<file path="src/rtl/write_controller_if.sv">
// -----------------------------------------------------------------------------
// write_controller_if
//   Packet type shared by the UART packet link, and the bus bundle that
//   connects the register-write command handler to its environment.
//
//   Handshake: a byte on a UART_PACKET stream is transferred on a rising edge
//   of ipClk only when its Valid field is 1 and the sink is ready. The RX
//   stream has no back-pressure, so its sink is always ready. The TX stream
//   is ready when ipTxReady=1. While Valid=1 and ready=0, the source holds
//   every field of the stream stable.
//
//   Signals:
//     ipRxStream   RX packet bytes into the controller
//     ipTxReady    TX sink can accept the byte presented this cycle
//     opTxStream   ack packet bytes out of the controller
//     opWrAddress  register address for the write strobe
//     opWrData     register write data, 8*DATA_LENGTH bits
//     opWrEnable   one-cycle write strobe
//     opError      one-cycle pulse when a malformed packet is dropped
//   Modports:
//     slave   the controller side
//     master  the environment side (packetiser, TX sink, register file)
// -----------------------------------------------------------------------------
package write_controller_pkg;
    typedef struct packed {
        logic [7:0] Source;
        logic [7:0] Destination;
        logic [7:0] Length;
        logic [7:0] Data;
        logic       SoP;
        logic       EoP;
        logic       Valid;
    } UART_PACKET;
endpackage

interface write_controller_if #(
    parameter int DATA_LENGTH = 4
);
    import write_controller_pkg::*;

    UART_PACKET                   ipRxStream;
    logic                         ipTxReady;
    UART_PACKET                   opTxStream;
    logic [7:0]                   opWrAddress;
    logic [8*DATA_LENGTH-1:0]     opWrData;
    logic                         opWrEnable;
    logic                         opError;

    modport slave (
        input  ipRxStream,
        input  ipTxReady,
        output opTxStream,
        output opWrAddress,
        output opWrData,
        output opWrEnable,
        output opError
    );

    modport master (
        output ipRxStream,
        output ipTxReady,
        input  opTxStream,
        input  opWrAddress,
        input  opWrData,
        input  opWrEnable,
        input  opError
    );
endinterface

</file>
<file path="src/rtl/write_controller.sv">
// -----------------------------------------------------------------------------
// write_controller
//   Receive-side handler for register writes over the UART packet link.
//   Accepts a write request (1 address byte, then DATA_LENGTH data bytes,
//   MSB first), issues a single-cycle write strobe, then returns a one-byte
//   ack packet on the TX stream.
//
//   Ports:
//     ipClk        clock
//     reset        synchronous, active-high reset
//     bus          write_controller_if.slave (RX/TX streams, write port, error)
//     dbg_state_o  current FSM state (0 IDLE, 1 GET_DATA, 2 WRITE, 3 SEND_ACK)
//
//   Timing: last data byte accepted at edge N -> opWrEnable high for the
//   cycle after N -> ack Valid high from the edge after that.
// -----------------------------------------------------------------------------
module write_controller
    import write_controller_pkg::*;
#(
    parameter int         DATA_LENGTH = 4,
    parameter logic [7:0] WR_DEST     = 8'h01,
    parameter logic [7:0] ACK_SRC     = 8'h01
) (
    input  logic                   ipClk,
    input  logic                   reset,
    write_controller_if.slave      bus,
    output logic [1:0]             dbg_state_o
);

    localparam int         W        = 8 * DATA_LENGTH;
    localparam int         CW       = $clog2(DATA_LENGTH + 1);
    localparam logic [7:0] LEN_BYTE = 8'(DATA_LENGTH + 1);

    typedef enum logic [1:0] {
        IDLE     = 2'd0,
        GET_DATA = 2'd1,
        WRITE    = 2'd2,
        SEND_ACK = 2'd3
    } state_t;

    state_t         state_q;
    logic [7:0]     addr_q;       // address of the packet in progress
    logic [7:0]     src_q;        // requester, becomes the ack destination
    logic [CW-1:0]  cnt_q;        // data bytes still expected
    logic [W-1:0]   shift_q;      // data bytes received so far
    logic [7:0]     wr_addr_q;
    logic [W-1:0]   wr_data_q;
    logic           wr_en_q;
    logic           error_q;
    UART_PACKET     tx_q;

    UART_PACKET     rx;
    logic           hdr_ok;
    logic           last_byte;
    logic [W+7:0]   shift_ext;
    logic [W-1:0]   shift_d;

    assign rx        = bus.ipRxStream;
    assign hdr_ok    = (rx.Destination == WR_DEST) && (rx.Length == LEN_BYTE);
    assign last_byte = (cnt_q == CW'(1));

    // New byte enters at the LSB, so the first data byte ends at the MSB.
    assign shift_ext = {shift_q, rx.Data};
    assign shift_d   = shift_ext[W-1:0];

    always_ff @(posedge ipClk) begin
        if (reset) begin
            state_q   <= IDLE;
            addr_q    <= '0;
            src_q     <= '0;
            cnt_q     <= '0;
            shift_q   <= '0;
            wr_addr_q <= '0;
            wr_data_q <= '0;
            wr_en_q   <= 1'b0;
            error_q   <= 1'b0;
            tx_q      <= '0;
        end else begin
            wr_en_q <= 1'b0;
            error_q <= 1'b0;

            case (state_q)
                IDLE: begin
                    // SoP packets for other controllers are silently ignored.
                    if (rx.Valid && rx.SoP && hdr_ok) begin
                        addr_q  <= rx.Data;
                        src_q   <= rx.Source;
                        cnt_q   <= CW'(DATA_LENGTH);
                        state_q <= GET_DATA;
                    end
                end

                GET_DATA: begin
                    if (rx.Valid) begin
                        if (rx.SoP) begin
                            // Truncated packet: flag it, then treat this
                            // byte as a fresh header.
                            error_q <= 1'b1;
                            if (hdr_ok) begin
                                addr_q  <= rx.Data;
                                src_q   <= rx.Source;
                                cnt_q   <= CW'(DATA_LENGTH);
                            end else begin
                                state_q <= IDLE;
                            end
                        end else begin
                            shift_q <= shift_d;
                            cnt_q   <= cnt_q - CW'(1);
                            if (last_byte) begin
                                if (rx.EoP) begin
                                    wr_en_q   <= 1'b1;
                                    wr_addr_q <= addr_q;
                                    wr_data_q <= shift_d;
                                    state_q   <= WRITE;
                                end else begin
                                    error_q <= 1'b1;
                                    state_q <= IDLE;
                                end
                            end else if (rx.EoP) begin
                                error_q <= 1'b1;
                                state_q <= IDLE;
                            end
                        end
                    end
                end

                WRITE: begin
                    // Strobe is high during this state; RX bytes are dropped.
                    tx_q <= '{Source:      ACK_SRC,
                              Destination: src_q,
                              Length:      8'd1,
                              Data:        addr_q,
                              SoP:         1'b1,
                              EoP:         1'b1,
                              Valid:       1'b1};
                    state_q <= SEND_ACK;
                end

                SEND_ACK: begin
                    if (bus.ipTxReady) begin
                        tx_q    <= '0;
                        state_q <= IDLE;
                    end
                end

                default: state_q <= IDLE;
            endcase
        end
    end

    assign bus.opTxStream  = tx_q;
    assign bus.opWrAddress = wr_addr_q;
    assign bus.opWrData    = wr_data_q;
    assign bus.opWrEnable  = wr_en_q;
    assign bus.opError     = error_q;
    assign dbg_state_o     = state_q;

endmodule
</file>
<file path="src/flat_wrapper.sv">
// flat-port wrapper written by rule: the top's interface ports become plain ports
module write_controller_flat import write_controller_pkg::*;
#(
    parameter int         DATA_LENGTH = 4,
    parameter logic [7:0] WR_DEST     = 8'h01,
    parameter logic [7:0] ACK_SRC     = 8'h01
)
  (ipClk, reset, dbg_state_o, bus_ipRxStream, bus_ipTxReady, bus_opTxStream, bus_opWrAddress, bus_opWrData, bus_opWrEnable, bus_opError);
  write_controller_if #(.DATA_LENGTH(DATA_LENGTH)) bus_i ();
  input  logic ipClk;
  input  logic reset;
  output logic [1:0] dbg_state_o;
  input wire logic [$bits(bus_i.ipRxStream)-1:0] bus_ipRxStream;
  input wire logic [$bits(bus_i.ipTxReady)-1:0] bus_ipTxReady;
  output wire logic [$bits(bus_i.opTxStream)-1:0] bus_opTxStream;
  output wire logic [$bits(bus_i.opWrAddress)-1:0] bus_opWrAddress;
  output wire logic [$bits(bus_i.opWrData)-1:0] bus_opWrData;
  output wire logic [$bits(bus_i.opWrEnable)-1:0] bus_opWrEnable;
  output wire logic [$bits(bus_i.opError)-1:0] bus_opError;
  assign bus_i.ipRxStream = bus_ipRxStream;
  assign bus_i.ipTxReady = bus_ipTxReady;
  assign bus_opTxStream = bus_i.opTxStream;
  assign bus_opWrAddress = bus_i.opWrAddress;
  assign bus_opWrData = bus_i.opWrData;
  assign bus_opWrEnable = bus_i.opWrEnable;
  assign bus_opError = bus_i.opError;
  write_controller #(.DATA_LENGTH(DATA_LENGTH), .WR_DEST(WR_DEST), .ACK_SRC(ACK_SRC)) u_core (.ipClk(ipClk), .reset(reset), .bus(bus_i), .dbg_state_o(dbg_state_o));
endmodule
</file>
<file path="config.mk">
export PLATFORM = sky130hd
export DESIGN_NAME = write_controller_flat
export DESIGN_NICKNAME = d
export VERILOG_FILES = /design/src/rtl/write_controller_if.sv /design/src/rtl/write_controller.sv /design/src/flat_wrapper.sv
export SDC_FILE = /design/constraint.sdc
export NUM_CORES = 1
export LEC_CHECK = 0
export ABC_AREA = 1
export CORE_AREA = 8 8 111 113
export CTS_CLUSTER_DIAMETER = 40
export DETAILED_ROUTE_END_ITERATION = 16
export DIE_AREA = 0 0 119 121
export PLACE_DENSITY = 0.75
export SLEW_MARGIN = 15
export SYNTH_ARGS = -nofsm -noshare
export SYNTH_HDL_FRONTEND = slang
export SYNTH_SLANG_ARGS = --single-unit
export TNS_END_PERCENT = 50
</file>
<file path="constraint.sdc">
create_clock -name ipClk -period 2 [get_ports ipClk]
set_input_delay 0.3 -clock ipClk [delete_from_list [all_inputs] [get_ports ipClk]]
set_output_delay 0.3 -clock ipClk [all_outputs]
set_load 0.005 [all_outputs]
</file>
==> impl_metrics.toml, run 1 <==
[run_status]
status = "complete, no violations"

[yosys]
synthesis.yosys.warnings = 0
syn_area_sq_um = 4123
synth-seq-cells = 104
synthArstFlopShare = 0
post_synth_most_frequent_cells = "104 x dfxtp_1, 102 x nand2_1, 93 x nor2_1, 50 x o21ai_0, 37 x nand3_1"
ys_top_cells_by_area = "dfxtp_1 51%, nand2_1 9.3%, nor2_1 8.5%"
yosysMostFrequentCell = "dfxtp_1"
syn-instance-count = 533
syn_avg_cell_area_sq_um = 7.735
synth_top_cell_by_area = "dfxtp_1"
synth.yosys.seq_area_share = 0.5050
dominantRegCellSynth = "dfxtp_1"
synth.lib_cells_used.distinct = 28
synth_top_area_share = 0.5050
synth_edf_count = 0

[clocking]
cts_made_buffers = 9
cts_htree_levels = 3
cts_hold_repair.buffers = 0
number_of_clock_sinks_seen_by_cts = 104
worst_setup_hold_path_clk_slew_ns = 0.11
cts_resized = 0
clk_latency_ns = 0.37
cts_root_buf = "clkbuf_8"
cts_tree = "done"
cts_post_setup_buffers_inserted = 0
cts-root-to-sink-buffers = 2

[worst_setup_path]
setup.worst_path.end = "dbg_state_o[0]"
path_max_fanout = 6
cp_slowest_stage_delay_ns = 0.56
crit_path_start = "u_core.dbg_state_o[0]$_SDFFE_PP0P_"
worst_setup_path_start_kind = "flop"
crit_chain = "clkdlybuf4s50_1"
crit_path_end_kind = "output pin"
r2r.worst_path.cells = 9
critical_path.top_delay_family = "buffers and inverters"
required_time_at_the_endpoint_of_the_critical_path_ns = 1.70
timing_worst_setup_path_type = "flop to output pin"
cp.arrival_ns = 1.39
path_buf_inv = 1
cpMaxStageDelayCell = "clkdlybuf4s50_1"
worstSetupPathDepth = 1
reg2reg_setup_slack_ns = 0.41
r2r-end = "u_core.bus.opWrData[30]$_SDFFE_PP0P_"

[routing]
routed_wl_per_cell_um = 13.39
avgViaCountPerCell = 4.739
antenna_left = 0
wirelength_mm = 10.36
post-route-drc-count = 0
detailedRoute.firstIterationViolations = 169
num_vias = 3668
drt_first_pass_iters = 7

[place]
post_dp_cell_area_sq_um = 5266
port-buffer-count = 102
dp_cells = 758
gp_congestion = 0.8052
post-dp-hpwl_mm = 7.915

[layout]
drive_gt1_frac = 0.1041
finish.cell_count_without_fillers = 774
area_growth_pct = 32.90
nets = 670
final_area_sq_um = 5479
insertedDiodeCount = 0

[floorplanning]
die_w_um = 119
core_region_area_sq_um = 10600
die_y_um = 121
io_pins = 117
initial_utilization = 0.3888
floorplan.die_area_sq_um = 14400
row_count = 38

[sta]
fin_crit_sh = 0.8468
fin_worst_hold_slack_ns = 0.4674
report.final.setup_viol = 0
timing_max_transition_violations_final = 0
fmax_mhz = 590.5
final_hold_viol_count = 0
fin_crit_ns = 1.694
grt_setup_unrepaired = "false"
worst_clock_skew_ns = 0.01581
fin_setup_tns_ns = 0

[pwr]
swShare = 0.2548
vdd.ir_drop.worst_mv = 0.3420
combinationalPowerShare = 0.049
power.clock.fraction = 0.375
p_sw_mw = 0.9152
power.leakage_nw = 2.149
power_density_nw_per_um2 = 655.7
share_seq_of_total_power = 0.576
internal_power_mw = 2.677

[global_routing]
grt_antenna_before_repair = 0
grt_start_max_net_pins = 45
global_route.overflow_total = 0
grt_first_pass_wirelength_mm = 16.91
grt_util_all_layers = 0.1421
vias_in_the_first_global_route = 3592

[hold_path]
worstHoldStart = "u_core.bus.opTxStream[24]$_SDFFE_PP0P_"
hold_class = "flop to flop"

[job]
maxCapViolations = 0
==> worst min-delay path by stage <==
| stage | endpoint | slack (ns) | depth (start not counted) |
|---|---|---|---|
| final | u_core.bus.opTxStream[24]$_SDFFE_PP0P_ | 0.47 | 2 |
| after global routing | u_core.bus.opTxStream[26]$_SDFFE_PP0P_ | 0.49 | 2 |
| after CTS | u_core.bus.opTxStream[6]$_SDFFE_PP0P_ | 0.47 | 2 |
| after detailed placement | u_core.bus.opTxStream[24]$_SDFFE_PP0P_ | 0.45 | 2 |
| after global placement | u_core.cnt_q[2]$_SDFFE_PP0P_ | 0.45 | 2 |
| after floorplan | u_core.bus.opWrData[10]$_SDFFE_PP0P_ | 0.43 | 2 |
==> power by group through the flow <==
stage	Sequential, mW	Clock, mW	Combinational (mW)
2_1_floorplan	2.12	0	0.0903
3_3_place_gp	2.12	0	0.174
3_5_place_dp	2.12	0	0.176
4_1_cts	2.07	1.39	0.177
5_1_grt	2.07	1.48	0.194
6_report	2.07	1.35	0.177
==> placed cells by master (no fill, tap or decap), types with 3 or more instances in the layout <==
| cell type | n |
|---|---|
| buf_12 | 4 |
| a21oi_1 | 29 |
| nand3b_1 | 8 |
| nand3_1 | 37 |
| buf_4 | 12 |
| nand2_1 | 102 |
| o21ai_0 | 50 |
| inv_2 | 6 |
| conb_1 | 14 |
| ha_1 | 3 |
| clkdlybuf4s50_1 | 102 |
| nor2_1 | 93 |
| dfxtp_1 | 104 |
| nor3_1 | 3 |
| nor2_2 | 20 |
| clkbuf_8 | 9 |
| inv_1 | 18 |
==> area by class of cell <==
cell class	instances	area [sq um]
well taps	140	175.2
fillers	1018	5124
inverters	24	90.09
repair buffers	118	1191
clock inverters	7	88.84
multi-input cells	372	1728
flip-flops and latches	104	2082
clock buffers	9	123.9
==> through the flow <==
step	setup WS, ns	util	power (mW)
3_5_place_dp	0.002338	0.4967	2.294
2_1_floorplan	0.5327	-	2.208
4_1_cts	0.2816	0.5168	3.633
3_3_place_gp	0.05762	0.4967	2.291
6_report	0.3064	0.5168	3.592
5_1_grt	0.2025	0.5168	3.742
==> cell families after synthesis <==
group	share of synthesized area
and+or+nand+nor	0.2971
buffers and inverters	0.08771
AOI/OAI and AO/OA	0.1002
DFF	0.5050
other	0.0009096
adders and majority gates	0.009106
==> state kept, by name, summed over array words and instances, names as in the netlist, named ones only <==
register and cells:
u_core.bus.opWrData 32, u_core.shift_q 24, u_core.bus.opTxStream 17, u_core.addr_q 8, u_core.bus.opWrAddress 8, u_core.src_q 8, u_core.cnt_q 3, u_core.bus.opError 1
u_core.bus.opWrEnable 1, u_core.dbg_state_o 1
==> per-layer routing <==
layer  part of all wire  up-vias  track usage
met3              0.054       13      0.03769
met2               0.53       76       0.2610
met5                  0        -            0
met1               0.40     1723       0.1515
li1                   -     1856            -
met4              0.017        0      0.05771
(Power assumes the default switching activity.)
==> inputs of run 2 (changes only) <==
Settings changed: PLACE_DENSITY 0.75 to 0.77.
Clock period 2 ns to 1.5 ns, I/O delays scaled along.
==> run 2 against run 1 <==
Effect of this change: worst setup slack worse by 0.27 ns; non-clock buffer count is 15 higher; design area is 5.4% higher; utilization is 2.8 points higher; flip-flop and latch count stayed put; via count is 2.1% higher; clock power is 30% higher; wire length is 6.5% higher; critical path depth stayed put; final cell count is 1.9% higher.
==> impl_metrics.toml, run 2 (synthesis gave the netlist of run 1 again) <==
[run_status]
status = "complete, no violations"

[layout]
drive_gt1_frac = 0.1602
final_cell_mix = "101 x nand2_1, 92 x dfxtp_1, 89 x nor2_1"
final.fill_count = 965
area_growth_pct = 40.09
layout.cells.most_common = "nand2_1"
regArea_sq_um = 2100
largest_reg_flops = 32
multi_input_comb_area_sq_um = 1784
insertedDiodeCount = 0
nets = 685
finish.utilization = 0.5447
finish.cell_count_without_fillers = 789

[clocking]
worst_setup_hold_path_clk_slew_ns = 0.10
cts_tree = "done"
cts_htree_levels = 3
cts_root_buf = "clkbuf_8"
cts_hold_repair.buffers = 0
number_of_clock_sinks_seen_by_cts = 104
clk_latency_ns = 0.36
cts_made_buffers = 9
cts-root-to-sink-buffers = 2

[global_routing]
grt_antenna_before_repair = 0
grt_first_pass_wirelength_mm = 17.88
grt_start_max_net_pins = 40
grt_util_all_layers = 0.1516
vias_in_the_first_global_route = 3699
global_route.overflow_total = 0

[job]
maxCapViolations = 0

[routing]
post-route-drc-count = 0
antenna_left = 0
num_vias = 3746
wirelength_mm = 11.04
routed_wl_per_cell_um = 13.99
avgViaCountPerCell = 4.748
drt_first_pass_iters = 4
detailedRoute.firstIterationViolations = 220

[worst_setup_path]
path_max_fanout = 6
crit_path_start = "u_core.bus.opTxStream[11]$_SDFFE_PP0P_"
path_buf_inv = 1
critical_path.top_delay_family = "buffers and inverters"
required_time_at_the_endpoint_of_the_critical_path_ns = 1.27
cp_slowest_stage_delay_ns = 0.50
worst_setup_path_start_kind = "flop"
r2r-end = "u_core.bus.opWrData[1]$_SDFFE_PP0P_"
setup.worst_path.end = "bus_opTxStream[1]"
r2r.worst_path.cells = 9
reg2reg_setup_slack_ns = 0.04
cpMaxStageDelayCell = "clkdlybuf4s50_1"
worstSetupPathDepth = 1
cp.arrival_ns = 1.23
timing_worst_setup_path_type = "flop to output pin"
crit_path_end_kind = "output pin"
crit_chain = "clkdlybuf4s50_1"

[pwr]
power_density_nw_per_um2 = 824.5
fin_total_pwr_mw = 4.762
vdd.ir_drop.worst_mv = 0.5720
power.leakage_nw = 2.717

[sta]
final_hold_viol_count = 0
grt_setup_unrepaired = "true"
timing_max_transition_violations_final = 0
worst_clock_skew_ns = 0.008000
fin_crit_ns = 1.459
fmax_mhz = 685.5
report.final.setup_viol = 0
fin_crit_sh = 0.9725

[floorplanning]
core_region_area_sq_um = 10600
die_y_um = 121
die_w_um = 119
io_pins = 117
floorplan.die_area_sq_um = 14400
initial_utilization = 0.3888
row_count = 38

[place]
port-buffer-count = 102
post-dp-hpwl_mm = 8.154
gp_congestion = 0.8258
dp_cells = 768

[hold_path]
hold_class = "flop to flop"
==> run 2: changes by cell type in the layout (fill, tap and decap cells not counted), sizes merged <==
| cell | delta |
|---|---|
| clkdlybuf4s50 | -38 |
| dlymetal6s2s | +30 |
| clkinvlp | +1 |
| dlygate4sd2 | +8 |
| clkbuf | +1 |
| bufinv | +1 |
| buf | +15 |
| inv | -3 |
==> run 2: cell type report <==
cell class | count | area share
Timing Repair Buffer | 133 | 0.2461
Tap cell | 140 | 0.03033
Clock buffer | 10 | 0.02210
Inverter | 24 | 0.01603
Clock inverter | 6 | 0.01300
Sequential cell | 104 | 0.3635
Multi-Input combinational cell | 372 | 0.3089
==> run 2: per-layer routing <==
layer  share of wire  up-vias  GRT usage
li1                -     1894          -
met1            0.40     1741     0.1621
met2            0.52       88     0.2722
met3           0.054       23    0.04374
met4           0.027        0    0.06877
met5               0        -          0
==> run 2: how the worst min path moves through the flow <==
stage	from	end	slack, ns	cells after the start
2_1_floorplan	bus_ipRxStream[0]	u_core.bus.opError$_SDFF_PP0_	0.37	2
4_1_cts	u_core.bus.opTxStream[20]$_SDFFE_PP0P_	u_core.bus.opTxStream[20]$_SDFFE_PP0P_	0.47	2
3_5_place_dp	u_core.cnt_q[1]$_SDFFE_PP0P_	u_core.cnt_q[1]$_SDFFE_PP0P_	0.45	2
3_3_place_gp	u_core.shift_q[15]$_SDFFE_PP0P_	u_core.bus.opWrData[23]$_SDFFE_PP0P_	0.45	2
6_report	u_core.bus.opTxStream[20]$_SDFFE_PP0P_	u_core.bus.opTxStream[20]$_SDFFE_PP0P_	0.47	2
5_1_grt	u_core.bus.opTxStream[20]$_SDFFE_PP0P_	u_core.bus.opTxStream[20]$_SDFFE_PP0P_	0.49	2
==> run 2: per-stage QoR <==
stage,hold slack (ns),area [sq um],worst slack (ns),setup TNS (ns)
after global routing,0.4867,5776,-0.03192,-0.09237
after CTS,0.4680,5650,0.001108,0
final,0.4681,5776,0.04130,0
after floorplan,0.3670,4172,0.03270,0
after detailed placement,0.4518,5366,-0.4662,-18.56
after global placement,0.4489,5366,-0.4053,-16.19
==> run 2: report_power, final <==
group / total (mW) / internal, mW / switching [mW]
clock: 1.76 / 0.796 / 0.962
combinational: 0.247 / 0.125 / 0.122
sequential: 2.76 / 2.76 / 0.0000116
total: 4.76 / 3.68 / 1.08
==> run 2: timing repair <==
action | 4_1_cts | 5_1_grt
pin swaps | 10 | 19
setup buffers | 4 | 1
gates resized for setup | 25 | 57
setup endpoints to repair | 29 | 66
gates cloned | 1 | 0
==> inputs of run 3 (changes only) <==
--- a/config.mk
+++ b/config.mk
@@ -7,8 +7,8 @@
 export LEC_CHECK = 0
 export ABC_AREA = 1
-export CORE_AREA = 8 8 111 113
+export CORE_AREA = 10 10 113 115
 export CTS_CLUSTER_DIAMETER = 40
 export DETAILED_ROUTE_END_ITERATION = 16
-export DIE_AREA = 0 0 119 121
+export DIE_AREA = 0 0 123 125
 export PLACE_DENSITY = 0.77
 export SLEW_MARGIN = 15
==> constraint.sdc (replaced) <==
create_clock -name ipClk -period 1.5 [get_ports ipClk]
set_input_delay 0.225 -clock ipClk [delete_from_list [all_inputs] [get_ports ipClk]]
set_output_delay 0.225 -clock ipClk [all_outputs]
set_load 0.1 [all_outputs]
==> run 3 against run 2 <==
Effect of this change: the run now ends with negative setup slack left; utilization is 6.8 points higher; count of clock-buffer cells in the layout unchanged; design area rose by 13%; sequential power hardly changed; flip-flop and latch count unchanged; via count grew 4.3%.
==> impl_metrics.toml, run 3 (synthesis gave the netlist of run 1 again) <==
[routing]
wirelength_mm = 12.54
route.met2.wl_mm = 6.615
met3_length_um = 955
wirelength_met1_mm = 4.686
detailedRoute.firstIterationViolations = 240
avgViaCountPerCell = 4.926
num_vias = 3906
routed_wl_per_cell_um = 15.81
drt_first_pass_iters = 5
top_layer = "met4"
post-route-drc-count = 0
antenna_left = 0

[global_routing]
grt_util_all_layers = 0.1496
global_route.overflow_total = 0
grt_start_max_net_pins = 35
vias_in_the_first_global_route = 3768
grt_first_pass_wirelength_mm = 18.82
grt_antenna_before_repair = 0

[floorplanning]
io_pins = 117
die_w_um = 123
core_region_area_sq_um = 10600
initial_utilization = 0.3888
floorplan.die_area_sq_um = 15380
die_y_um = 125
row_count = 38

[clocking]
cts_htree_levels = 3
cts_made_buffers = 9
cts_root_buf = "clkbuf_8"
cts_hold_repair.buffers = 0
clk_latency_ns = 0.38
worst_setup_hold_path_clk_slew_ns = 0.11
cts_tree = "done"
cts-root-to-sink-buffers = 2
number_of_clock_sinks_seen_by_cts = 104

[pwr]
power.leakage_nw = 2.721
p_sw_mw = 1.281
share_seq_of_total_power = 0.570
combinationalPowerShare = 0.084
internal_power_mw = 3.555
power.clock.fraction = 0.346
swShare = 0.2649
power_density_nw_per_um2 = 744.1
vdd.ir_drop.worst_mv = 0.5074

[hold_path]
hold_class = "input port to flop"

[layout]
insertedDiodeCount = 0
final_area_sq_um = 6500
largest_reg_flops = 32
area_growth_pct = 57.66
nets = 689
layout.cells.most_common = "nand2_1"
drive_gt1_frac = 0.2772
final_cell_mix = "100 x nand2_1, 99 x dfxtp_1, 88 x nor2_1"

[sta]
layout_setup_ws_ns = -0.02438
worst_clock_skew_ns = 0.01388
timing_max_transition_violations_final = 0
fmax_mhz = 656.0
fin_crit_ns = 1.524
fin_crit_sh = 1.016
fin_worst_hold_slack_ns = 0.4334
report.final.setup_viol = 1
final_hold_viol_count = 0
grt_setup_unrepaired = "true"

[place]
gp_congestion = 0.8275
port-buffer-count = 102
post-dp-hpwl_mm = 8.733
post_dp_cell_area_sq_um = 6040

[worst_setup_path]
cp.arrival_ns = 1.81
required_time_at_the_endpoint_of_the_critical_path_ns = 1.79
timing_worst_setup_path_type = "input port to flop"
path_max_fanout = 10
crit_path_end_kind = "flop"
worst_setup_path_start_kind = "input port"

[run_status]
status = "complete, but fails checks"
failed_checks = "negative setup slack"

[job]
maxCapViolations = 0
-- run 3: per-stage QoR --
step	setup WS (ns)	setup TNS (ns)	cells	utilization	total power, mW
after floorplan	-0.09916	-3.659	546	-	3.089
after global placement	-0.3454	-12.55	764	0.5696	3.214
after detailed placement	-0.4180	-16.31	764	0.5696	3.218
after CTS	0.004952	0	781	0.5884	4.857
after global routing	-0.09266	-1.446	793	0.6131	4.985
final	-0.02438	-0.02438	793	0.6131	4.836
-- run 3: layer usage --
metal	vias up	track usage
met2	131	0.2660
met4	0	0.04112
met1	1840	0.1676
met3	32	0.04500
met5	-	0
li1	1903	-
-- run 3: power by group through the flow --
stage	clock, mW	combinational (mW)	sequential, mW
2_1_floorplan	0	0.270	2.82
3_3_place_gp	0	0.395	2.82
3_5_place_dp	0	0.399	2.82
4_1_cts	1.70	0.402	2.76
5_1_grt	1.80	0.429	2.76
6_report	1.68	0.406	2.76
-- run 3: worst paths after layout --
| path | start | to | slack [ns] | cells past startpoint |
|---|---|---|---|---|
| max | bus_ipRxStream[14] | u_core.src_q[5]$_SDFFE_PP0P_ | -0.02 | 11 |
| min | bus_ipRxStream[22] | u_core.dbg_state_o[0]$_SDFFE_PP0P_ | 0.43 | 8 |
| max reg2reg | flop | u_core.bus.opWrData[4]$_SDFFE_PP0P_ | 0.03 | 9 |
| min reg2reg | u_core.shift_q[10]$_SDFFE_PP0P_ | u_core.bus.opWrData[18]$_SDFFE_PP0P_ | 0.47 | 2 |
-- run 3: final cells by class --
type | count | area (sq um)
Multi-Input combinational cell | 373 | 1842
Timing Repair inverter | 1 | 8.758
Inverter | 24 | 110.1
Clock inverter | 6 | 50.05
Tap cell | 140 | 175.2
Fill cell | 850 | 4103
Clock buffer | 10 | 137.6
Timing Repair Buffer | 135 | 2083
Sequential cell | 104 | 2093
-- run 3: critical path, stage by stage --
cell	delay (ns)
clkdlybuf4s50_1	0.40
nor2_1	0.13
nand2_1	0.08
nor2_2	0.14
nand3_2	0.09
a21boi_1	0.15
buf_4	0.18
clkbuf_16	0.16
nand3b_1	0.09
nand2_1	0.10
nor2_2	0.05
-- run 3: repair_timing --
action,in CTS,in global routing
resized for setup,3,46
buffers inserted,0,7
pin swaps,0,25
gates cloned,1,5
endpoints found under the setup margin,9,56
